File: config.mk
export PLATFORM = sky130hd
export DESIGN_NAME = bitwise_arb_ctrl
export DESIGN_NICKNAME = d
export VERILOG_FILES = /design/src/rtl/bitwise_arb_ctrl.sv
export SDC_FILE = /design/constraint.sdc
export NUM_CORES = 1
export LEC_CHECK = 0
export ABC_AREA = 0
export BUFFER_PORTS_ARGS = -buffer_cell sky130_fd_sc_hd__buf_2
export CAP_MARGIN = 20
export CORE_AREA = 5 5 81 120
export CTS_CLUSTER_DIAMETER = 150
export DETAILED_ROUTE_END_ITERATION = 12
export DIE_AREA = 0 0 86 125
export PLACE_DENSITY_LB_ADDON = 0.15
export SYNTH_ARGS = -nofsm -noshare
export SYNTH_HDL_FRONTEND = slang
export SYNTH_SLANG_ARGS = --single-unit
File: constraint.sdc
create_clock -name clk -period 1.8 [get_ports clk]
set_input_delay 0 -clock clk [delete_from_list [all_inputs] [get_ports clk]]
set_output_delay 0 -clock clk [all_outputs]
set_load 0.03 [all_outputs]
File: src/rtl/bitwise_arb_ctrl.sv
// bitwise_arb_ctrl
// Shares one WIDTH-bit bitwise logic unit (AND/OR/XOR/NOT A) between two
// requesters. Requests arrive on valid/ready handshakes and are arbitrated
// round-robin. Each accepted operation is latched, then executed, then
// answered through a response handshake that supports backpressure.
//
// Ports
//   clk, rst                 clock, synchronous active-high reset
//   reqN_valid/ready         request handshake for requester N (0/1)
//   reqN_a/b                 operands; B is ignored by NOT
//   reqN_funct               00 AND, 01 OR, 10 XOR, 11 NOT A
//   rspN_valid               result is available for requester N
//   rsp_ready                shared consume strobe for whichever rspN_valid is high
//   rsp_data                 registered result
//   busy                     controller is not idle
//   rsp_zero                 (only with BITWISE_ARB_ZFLAG_EN) result is all zeros
//
// Optional feature macro: BITWISE_ARB_ZFLAG_EN
module bitwise_arb_ctrl #(
  parameter int WIDTH = 16
) (
  input  logic             clk,
  input  logic             rst,
  input  logic             req0_valid,
  output logic             req0_ready,
  input  logic [WIDTH-1:0] req0_a,
  input  logic [WIDTH-1:0] req0_b,
  input  logic [1:0]       req0_funct,
  input  logic             req1_valid,
  output logic             req1_ready,
  input  logic [WIDTH-1:0] req1_a,
  input  logic [WIDTH-1:0] req1_b,
  input  logic [1:0]       req1_funct,
  output logic             rsp0_valid,
  output logic             rsp1_valid,
  input  logic             rsp_ready,
  output logic [WIDTH-1:0] rsp_data,
  output logic             busy
`ifdef BITWISE_ARB_ZFLAG_EN
  ,
  output logic             rsp_zero
`endif
);

  typedef enum logic [1:0] {
    IDLE = 2'd0,
    EXEC = 2'd1,
    RESP = 2'd2
  } state_t;

  state_t           state;
  state_t           state_nx;
  logic             ptr;       // 0: requester 0 wins a tie, 1: requester 1 wins
  logic             owner;
  logic [WIDTH-1:0] a_q;
  logic [WIDTH-1:0] b_q;
  logic [1:0]       funct_q;
  logic             grant0;
  logic             grant1;
  logic             accept;
  logic [WIDTH-1:0] lu_out;

  // Arbiter: a lone requester always wins; on a tie the pointer decides.
  // Requests are only granted in IDLE and never while reset is asserted.
  always_comb begin
    grant0 = (state == IDLE) && !rst && req0_valid && (!req1_valid || !ptr);
    grant1 = (state == IDLE) && !rst && req1_valid && (!req0_valid ||  ptr);
    accept = grant0 || grant1;
  end

  // Logic unit, driven only by the latched operation.
  always_comb begin
    // NOTE: combinational blocks assign a default first so no path leaves
    // lu_out unassigned, which would infer a latch.
    lu_out = '0;
    unique case (funct_q)
      2'b00:   lu_out = a_q & b_q;
      2'b01:   lu_out = a_q | b_q;
      2'b10:   lu_out = a_q ^ b_q;
      default: lu_out = ~a_q;
    endcase
  end

  // State register.
  always_ff @(posedge clk) begin
    // NOTE: clocked state uses non-blocking assignments so every register
    // samples pre-edge values regardless of block ordering.
    if (rst) state <= IDLE;
    else     state <= state_nx;
  end

  // Next-state logic.
  always_comb begin
    state_nx = state;
    unique case (state)
      IDLE:    if (accept)    state_nx = EXEC;
      EXEC:                   state_nx = RESP;
      RESP:    if (rsp_ready) state_nx = IDLE;
      default:                state_nx = IDLE;
    endcase
  end

  // Output logic.
  always_comb begin
    req0_ready = grant0;
    req1_ready = grant1;
    rsp0_valid = (state == RESP) && !owner;
    rsp1_valid = (state == RESP) &&  owner;
    busy       = (state != IDLE);
  end

  // Datapath: operation latch on accept, result capture in EXEC. rsp_data
  // only changes in EXEC, so it stays stable for the whole RESP phase.
  always_ff @(posedge clk) begin
    if (rst) begin
      ptr      <= 1'b0;
      owner    <= 1'b0;
      a_q      <= '0;
      b_q      <= '0;
      funct_q  <= '0;
      rsp_data <= '0;
`ifdef BITWISE_ARB_ZFLAG_EN
      rsp_zero <= 1'b0;
`endif
    end else begin
      if (accept) begin
        owner   <= grant1;
        ptr     <= grant0;   // the requester just served loses the next tie
        a_q     <= grant1 ? req1_a     : req0_a;
        b_q     <= grant1 ? req1_b     : req0_b;
        funct_q <= grant1 ? req1_funct : req0_funct;
      end
      if (state == EXEC) begin
        rsp_data <= lu_out;
`ifdef BITWISE_ARB_ZFLAG_EN
        rsp_zero <= (lu_out == '0);
`endif
      end
    end
  end

endmodule

==> flow_metrics.env, run 1 <==
export IMPL_period_share=0.948
export IMPL_port_buffers=93
export IMPL_final_common_cell="buf_2"
export IMPL_worstSetupStartpointType="flop"
export IMPL_critPathMaxStageDelay_ns=0.55
export IMPL_critPathMaxFanout=11
export IMPL_clkPwrFrac=0.269
export IMPL_final_antenna_net_count=0
export IMPL_p_int_mw=2.31
export IMPL_antenna_found_initial=0
export IMPL_drive_gt1_frac=0.333
export IMPL_dieArea_um2=10800
export IMPL_cp_data_arrival_time_ns=1.89
export IMPL_numClockSinks=54
export IMPL_worst_slew_pin_slew_ns=0.387
export IMPL_path_common_cell="buf_4"
export IMPL_crit_type="flop to flop"
export IMPL_fp_dieH_um=125
export IMPL_cts_buffer_depth=2
export IMPL_hp_class="primary input to flop"
export IMPL_dp_hpwl_mm=7.00
export IMPL_clock_fmax_mhz=586
export IMPL_overflow=0
export IMPL_yosysWarnings=0
export IMPL_die_w_um=86
export IMPL_slowest_stage="dlygate4sd3_1"
export IMPL_final_cells=626
export IMPL_finalHoldViolations=0
export IMPL_path_cells="buf_4 -> and2b_2 -> buf_4 -> nor2_2 -> nor2_1 -> dlygate4sd3_1"
export IMPL_placementRows=42
export IMPL_period_needed_ns=1.71
export IMPL_dr_first_iter_drc_count=160
export IMPL_p_leak_nw=1.91
export IMPL_dp_cells=579
export IMPL_relSlewSlack=0.742
export IMPL_timing_critical_path_required_ns=1.98
export IMPL_syn_area_per_cell_um2=9.61
export IMPL_drc=0
export IMPL_p_comb_frac=0.318
export IMPL_status="finished, final reports clean"
export IMPL_worstSkewPairLatency_ns=0.29
export IMPL_drt_wl_total_mm=10.0
export IMPL_ys_async_sr_fraction=0
export IMPL_power_switching_share=0.323
export IMPL_setup_viol_count_final=0
export IMPL_worstSetupEndpointType="flop"
export IMPL_r2r_setup_slack_ns=0.09
export IMPL_antennaDiodeCount=0
export IMPL_synth_edff_count=0
export IMPL_firstDrtPassIters=4
export IMPL_num_vias=3533
export IMPL_seq_area_frac_synth=0.279
export IMPL_clk_pin_slew_ns=0.06
export IMPL_switchingPower_mw=1.10
export IMPL_slew_viol_final=0
export IMPL_syn_num_nets=508
export IMPL_powerDensity_nw_per_um2=709
export IMPL_netlist_area_um2=3870
export IMPL_drv_cap=0
export IMPL_nFillCells=828
export IMPL_irDropWorstVdd_v=0.000405
export IMPL_syn_inst=403
export IMPL_via_per_inst=5.64
export IMPL_wire_per_inst_um=16.0
export IMPL_syn_to_final_growth_pct=24.0
export IMPL_root_buffer="clkbuf_16"
export IMPL_yosys_register_bits=54
export IMPL_cts_tree="built"
export IMPL_rsz0062_at_grt="no"
export IMPL_grt_pass1_wl_mm=16.5
export IMPL_finalSetupTns_ns=0
export IMPL_place_congestion=0.784
export IMPL_finClkSkew_ns=0.00303
export IMPL_cts_buffers=5
export IMPL_grt_max_degree=36
export IMPL_critPathBufInv=3
export IMPL_synthFlopType="dfxtp_1"
export IMPL_path_delay_family="buffers and inverters"
export IMPL_core_um2=8670
export IMPL_grt_pass1_vias=3400
export IMPL_p_seq_frac=0.413
export IMPL_synth_distinct_cells=35
export IMPL_mostFrequentLayoutCells="93 x buf_2, 65 x inv_1, 54 x dfxtp_1"
export IMPL_initial_core_util=0.446
export IMPL_h_tree_depth=2
export IMPL_grt_usage=0.189
export IMPL_layout_nets=621
export IMPL_ios=94
what timing repair did:
item,4_1_cts,5_1_grt
endpoints found under the hold margin,34,0
hold buffers,39,0
gates resized for setup,0,2
setup buffers,0,1
setup endpoints to repair,0,3
cell type report:
class                      count  area [um2]  area share
clock buffer                   7         133      0.0276
inverter                      67         251      0.0524
multi-input combinational    236        2150       0.448
tap                          110         138      0.0287
timing repair buffer         152        1050       0.218
sequential                    54        1080       0.225
worst min-delay path, delay by kind of cell:
family,cells,cell delay [ns]
buffers and inverters,1,0.11
AO/OA/AOI/OAI,2,0.13
state kept, by name, summed over array words and instances (netlist names):
register  count
state         2
a_q          16
funct_q       2
b_q          16
ptr           1
owner         1
rsp_data     16
metal layers:
metal / vias up / wire (um) / track usage
met5: - / 0 / 0
met4: 0 / 209 / 0.0624
met3: 17 / 565 / 0.0336
met2: 111 / 5080 / 0.315
met1: 1694 / 4180 / 0.243
li1: 1711 / - / -
per-stage QoR:
stage                     cell area (um2)   util  setup WS, ns  power (mW)  hold WS [ns]
after floorplan                      3870      -         0.366        2.20         0.162
after global placement               4260  0.492         0.231        2.42         0.258
after detailed placement             4260  0.492         0.184        2.45         0.261
after CTS                            4790  0.552        0.0547        3.44       0.00115
after global routing                 4800  0.554        0.0160        3.61       0.00961
final                                4800  0.554        0.0928        3.40       0.00157
cells in the mapped netlist, types with 3 or more instances:
cell type	instances	area (um2)
inv_1	65	244
dfxtp_1	54	1080
a21oi_1	44	220
a311oi_1	34	298
nand4_1	34	213
ha_1	32	400
o31ai_2	30	375
mux4_2	16	360
buf_2	13	65.1
buf_6	11	124
o21ai_0	11	55.1
nand2_1	9	33.8
buf_4	7	52.6
o22ai_1	6	37.5
dlygate4sd1_1	5	43.8
o31ai_1	4	30.0
buf_12	3	60.1
clkbuf_4	3	22.5
cells by family (layout without fill, tap and decap cells):
| kind of cell | after synthesis | in the layout | share of synthesized area |
|---|---|---|---|
| flops | 54 | 54 | 0.279 |
| mux | 16 | 16 | 0.0931 |
| buf+inv | 113 | 226 | 0.168 |
| compound gates | 130 | 130 | 0.265 |
| fa+ha+maj | 32 | 32 | 0.103 |
| simple gates | 58 | 58 | 0.0911 |
final timing paths:
kind / start / to / cells past startpoint
worst min register to register: rsp_data[7] / rsp_data[7] / 2
worst max register to register: state[1] / state[1] / 6
worst max-delay path: state[1] / state[1] / 6
worst min-delay path: req0_a[11] / a_q[11] / 3
power groups by stage:
| stage | Clock [mW] | Sequential, mW | Combinational (mW) |
|---|---|---|---|
| floorplan | 0 | 1.46 | 0.746 |
| global placement | 0 | 1.43 | 0.988 |
| detailed placement | 0 | 1.43 | 1.02 |
| CTS | 0.947 | 1.41 | 1.08 |
| global route | 0.992 | 1.43 | 1.19 |
| finish | 0.915 | 1.41 | 1.08 |
(Power assumes the default switching activity.)
==> inputs of run 2 (changes only) <==
--- a/config.mk
+++ b/config.mk
@@ -8,11 +8,14 @@
 export ABC_AREA = 0
 export BUFFER_PORTS_ARGS = -buffer_cell sky130_fd_sc_hd__buf_2
 export CAP_MARGIN = 20
-export CORE_AREA = 5 5 81 120
+export CELL_PAD_IN_SITES_DETAIL_PLACEMENT = 0
+export CELL_PAD_IN_SITES_GLOBAL_PLACEMENT = 1
+export CORE_AREA = 5 5 86 128
 export CTS_CLUSTER_DIAMETER = 150
 export DETAILED_ROUTE_END_ITERATION = 12
-export DIE_AREA = 0 0 86 125
+export DIE_AREA = 0 0 91 133
 export PLACE_DENSITY_LB_ADDON = 0.15
 export SYNTH_ARGS = -nofsm -noshare
 export SYNTH_HDL_FRONTEND = slang
 export SYNTH_SLANG_ARGS = --single-unit
+export TNS_END_PERCENT = 5
==> flow_metrics.env, run 2 (same netlist as run 1, synthesis figures left out) <==
export IMPL_status="finished, final reports clean"
export IMPL_placedInstanceArea_um2=4310
export IMPL_via_per_inst=5.56
export IMPL_setup_viol_count_final=0
export IMPL_grtUsageMet1=0.226
export IMPL_dr_first_iter_drc_count=170
export IMPL_slowest_stage="dfxtp_1"
export IMPL_cp_data_arrival_time_ns=1.64
export IMPL_overflow=0
export IMPL_grt_pass1_vias=3463
export IMPL_num_vias=3514
export IMPL_die_w_um=91
export IMPL_relSlewSlack=0.643
export IMPL_path_delay_family="buffers and inverters"
export IMPL_critPathMaxStageDelay_ns=0.31
export IMPL_finClkSkew_ns=0.00525
export IMPL_drt_wl_total_mm=10.3
export IMPL_reg_top3="a_q: 16 flops, b_q: 16 flops, rsp_data: 16 flops"
export IMPL_period_share=0.913
export IMPL_switchingPower_mw=1.14
export IMPL_antenna_found_initial=0
export IMPL_worst_slew_pin_slew_ns=0.533
export IMPL_path_depth=5
export IMPL_post_cts_resized=0
export IMPL_path_cells="buf_4 -> nor3_4 -> buf_12 -> and3_1 -> buf_2"
export IMPL_p_seq_frac=0.391
export IMPL_clkPwrFrac=0.305
export IMPL_worstSetupStartpointType="flop"
export IMPL_wire_per_inst_um=16.3
export IMPL_grt_pass1_wl_mm=17.2
export IMPL_core_um2=9850
export IMPL_grt_usage=0.171
export IMPL_critPathBufInv=3
export IMPL_use_met3=0.0313
export IMPL_crit_type="flop to output port"
export IMPL_drc=0
export IMPL_dieArea_um2=12100
export IMPL_antennaDiodeCount=0
export IMPL_fin_area_um2=4850
export IMPL_drv_cap=0
export IMPL_p_leak_nw=1.92
export IMPL_h_tree_depth=2
export IMPL_timing_critical_path_required_ns=1.80
export IMPL_hold_slack_ns=0.00172
export IMPL_cts_tree="built"
export IMPL_dp_cells=586
export IMPL_power_switching_share=0.317
export IMPL_drive_gt1_frac=0.332
export IMPL_final_common_cell="buf_2"
export IMPL_fp_dieH_um=133
export IMPL_clk_pin_slew_ns=0.07
export IMPL_grt_max_degree=36
export IMPL_grt_use_met2=0.279
export IMPL_nFillCells=932
export IMPL_cts_buffers=5
export IMPL_place_congestion=0.827
export IMPL_final_antenna_net_count=0
export IMPL_ios=94
export IMPL_dp_hpwl_mm=7.25
export IMPL_firstDrtPassIters=4
export IMPL_p_int_mw=2.46
export IMPL_syn_to_final_growth_pct=25.3
export IMPL_finalPower_mw=3.60
export IMPL_irDropWorstVdd_v=0.000404
export IMPL_worstSkewPairLatency_ns=0.29
export IMPL_slew_viol_final=0
export IMPL_final_cells=632
export IMPL_finalSetupTns_ns=0
export IMPL_placementRows=45
export IMPL_r2r_cells=4
export IMPL_hold_depth=3
export IMPL_numClockSinks=54
export IMPL_worstSetupEndpointType="output port"
export IMPL_p_comb_frac=0.304
export IMPL_rsz0062_at_grt="no"
export IMPL_critPathMaxFanout=26
export IMPL_cts_setup_buffers=0
export IMPL_port_buffers=93
export IMPL_finalHoldViolations=0
export IMPL_initial_core_util=0.393
export IMPL_powerDensity_nw_per_um2=743
export IMPL_cts_buffer_depth=2
export IMPL_period_needed_ns=1.64
export IMPL_grt_busiest_layer="met2"
export IMPL_layout_nets=619
export IMPL_hp_class="primary input to flop"
export IMPL_clock_fmax_mhz=609
export IMPL_mostFrequentLayoutCells="93 x buf_2, 65 x inv_1, 54 x dfxtp_1"
export IMPL_root_buffer="clkbuf_16"
run 2: worst paths after layout:
check / from / end / slack (ns)
worst max-delay path: state[1] / req0_ready / 0.16
worst min-delay path: req1_b[7] / b_q[7] / 0.002
worst max register to register: state[0] / a_q[6] / 0.19
worst min register to register: rsp_data[2] / rsp_data[2] / 0.46
run 2: area by class of cell:
| type | count | area [um2] | share of cell area |
|---|---|---|---|
| clock buffer | 7 | 133 | 0.0273 |
| clock inverter | 1 | 30.0 | 0.00619 |
| inverter | 67 | 251 | 0.0518 |
| multi-input combinational | 236 | 2150 | 0.442 |
| sequential | 54 | 1080 | 0.223 |
| tap | 117 | 146 | 0.0302 |
| timing repair buffer | 150 | 1060 | 0.219 |
run 2: power groups by stage:
stage               clock (mW)  combinational, mW  sequential [mW]
global placement             0               1.01             1.43
detailed placement           0               1.04             1.44
CTS                       1.13               1.10             1.41
floorplan                    0              0.746             1.46
global route              1.17               1.21             1.43
finish                    1.10               1.09             1.41
run 2: worst min-delay path, stage by stage:
cell	delay, ns
buf_2	0.10
nand4_1	0.07
a311oi_1	0.08
run 2: metrics by stage:
| step | setup slack (ns) | util |
|---|---|---|
| 2_1_floorplan | 0.366 | - |
| 3_3_place_gp | 0.235 | 0.437 |
| 3_5_place_dp | 0.200 | 0.437 |
| 4_1_cts | 0.0770 | 0.492 |
| 5_1_grt | 0.0265 | 0.492 |
| 6_report | 0.157 | 0.492 |
run 2: timing repair:
action	4_1_cts	5_1_grt
endpoints found under the setup margin	0	2
endpoints found under the hold margin	34	0
hold buffers	38	0
run 2: metal layers:
metal | share of wire | vias to the layer above
met5 | 0 | -
met4 | 0.023 | 0
met3 | 0.051 | 18
met2 | 0.49 | 110
met1 | 0.44 | 1679
li1 | - | 1707
==> inputs of run 3 (changes only) <==
--- a/config.mk
+++ b/config.mk
@@ -15,6 +15,7 @@
 export DETAILED_ROUTE_END_ITERATION = 12
 export DIE_AREA = 0 0 91 133
 export PLACE_DENSITY_LB_ADDON = 0.15
+export RECOVER_POWER = 25
 export SYNTH_ARGS = -nofsm -noshare
 export SYNTH_HDL_FRONTEND = slang
 export SYNTH_SLANG_ARGS = --single-unit
==> flow_metrics.env, run 3 (same netlist as run 1, synthesis figures left out) <==
export IMPL_status="complete, but fails checks"
export IMPL_violations="negative hold slack"
export IMPL_worstSetupStartpointType="flop"
export IMPL_firstDrtPassIters=4
export IMPL_numClockSinks=54
export IMPL_drive_gt1_frac=0.297
export IMPL_clk_pin_slew_ns=0.07
export IMPL_multi_input_area_um2=2150
export IMPL_worstSkewPairLatency_ns=0.30
export IMPL_clock_fmax_mhz=608
export IMPL_timing_critical_path_required_ns=1.80
export IMPL_slew_viol_final=0
export IMPL_final_common_cell="buf_2"
export IMPL_final_antenna_net_count=0
export IMPL_antennaDiodeCount=0
export IMPL_grt_usage=0.171
export IMPL_hold_path_startpoint="req1_b[7]"
export IMPL_placementRows=45
export IMPL_core_um2=9850
export IMPL_finClkSkew_ns=0.00476
export IMPL_finalSetupTns_ns=0
export IMPL_reg_top3="a_q: 16 flops, b_q: 16 flops, rsp_data: 16 flops"
export IMPL_nFillCells=934
export IMPL_die_w_um=91
export IMPL_critPathMaxStageDelay_ns=0.31
export IMPL_relSlewSlack=0.630
export IMPL_fp_dieH_um=133
export IMPL_p_int_mw=2.45
export IMPL_h_tree_depth=2
export IMPL_initial_core_util=0.393
export IMPL_r2r_cells=4
export IMPL_grt_pass1_wl_mm=17.2
export IMPL_root_buffer="clkbuf_16"
export IMPL_layout_nets=619
export IMPL_period_share=0.914
export IMPL_p_leak_nw=1.85
export IMPL_p_seq_frac=0.391
export IMPL_grt_pass1_vias=3463
export IMPL_period_needed_ns=1.64
export IMPL_finalHoldViolations=1
export IMPL_crit_type="flop to output port"
export IMPL_p_comb_frac=0.302
export IMPL_dieArea_um2=12100
export IMPL_drv_cap=0
export IMPL_clkPwrFrac=0.307
export IMPL_wire_per_inst_um=16.5
export IMPL_port_buffers=93
export IMPL_place_congestion=0.827
export IMPL_dr_first_iter_drc_count=161
export IMPL_irDropWorstVdd_v=0.000402
export IMPL_critPathMaxFanout=26
export IMPL_worst_slew_pin_slew_ns=0.551
export IMPL_fin_area_um2=4830
export IMPL_drt_wl_total_mm=10.4
export IMPL_cts_tree="built"
export IMPL_worstSetupEndpointType="output port"
export IMPL_hp_class="primary input to flop"
export IMPL_num_vias=3519
export IMPL_post_cts_resized=0
export IMPL_placedInstanceArea_um2=4310
export IMPL_regArea_um2=1080
export IMPL_hold_slack_ns=-0.000950
export IMPL_fin_util=0.490
export IMPL_antenna_found_initial=0
export IMPL_dp_hpwl_mm=7.25
export IMPL_drc=0
export IMPL_switchingPower_mw=1.15
export IMPL_cp_startpoint="state[1]"
export IMPL_syn_to_final_growth_pct=24.8
export IMPL_power_switching_share=0.319
export IMPL_hold_depth=3
export IMPL_path_cells="buf_4 -> nor3_4 -> buf_12 -> and3_1 -> buf_2"
export IMPL_r2r_start="state[0]"
export IMPL_cts_buffer_depth=2
export IMPL_grt_max_degree=36
export IMPL_cts_buffers=5
export IMPL_setup_viol_count_final=0
export IMPL_via_per_inst=5.57
export IMPL_cp_data_arrival_time_ns=1.64
export IMPL_powerDensity_nw_per_um2=746
export IMPL_rsz0062_at_grt="no"
export IMPL_mostFrequentLayoutCells="76 x buf_2, 65 x inv_1, 54 x dfxtp_1"
export IMPL_overflow=0
export IMPL_slowest_stage="dfxtp_1"
export IMPL_ios=94
## run 3: per-layer routing
metal  up-vias  routed length [um]  share of wire  GRT usage
met5         -                   0              0          0
met4         0                 235          0.023     0.0571
met3        20                 466          0.045     0.0313
met2        92                5000           0.48      0.279
met1      1697                4700           0.45      0.226
li1       1710                   -              -          -
## run 3: power groups by stage
stage / registers [mW] / clock network [mW] / logic [mW]
finish: 1.41 / 1.11 / 1.09
global route: 1.43 / 1.17 / 1.20
CTS: 1.41 / 1.13 / 1.10
detailed placement: 1.44 / 0 / 1.04
global placement: 1.43 / 0 / 1.01
floorplan: 1.46 / 0 / 0.746
## run 3: worst paths after layout
kind / end / slack (ns)
min reg2reg: rsp_data[2] / 0.47
min: b_q[7] / -0.001
max reg2reg: b_q[4] / 0.18
max: req0_ready / 0.16
## run 3: area by class of cell
type / instances / share of cell area
flip-flops and latches: 54 / 0.224
inverters: 67 / 0.0521
repair buffers: 150 / 0.216
clock buffers: 7 / 0.0275
clock inverters: 1 / 0.00622
multi-input cells: 236 / 0.444
well taps: 117 / 0.0303
## run 3: critical path, delay by kind of cell (launching register included)
kind / cells / cell delay [ns]
flip-flops: 1 / 0.31
buffers and inverters: 3 / 0.58
AND/OR/NAND/NOR: 2 / 0.46
## run 3: repair_timing
item                       in CTS  in global routing
hold endpoints to repair       34                  0
setup endpoints to repair       0                  2
setup buffers                   0                  0
hold buffers                   38                  0
## run 3: metrics by stage
stage / power, mW / hold slack (ns) / setup slack, ns / instances
2_1_floorplan: 2.20 / 0.162 / 0.366 / 403
3_3_place_gp: 2.45 / 0.279 / 0.235 / 586
3_5_place_dp: 2.47 / 0.286 / 0.200 / 586
4_1_cts: 3.64 / 0.000260 / 0.0770 / 632
5_1_grt: 3.81 / 0.00969 / 0.0263 / 632
6_report: 3.60 / -0.000950 / 0.155 / 632
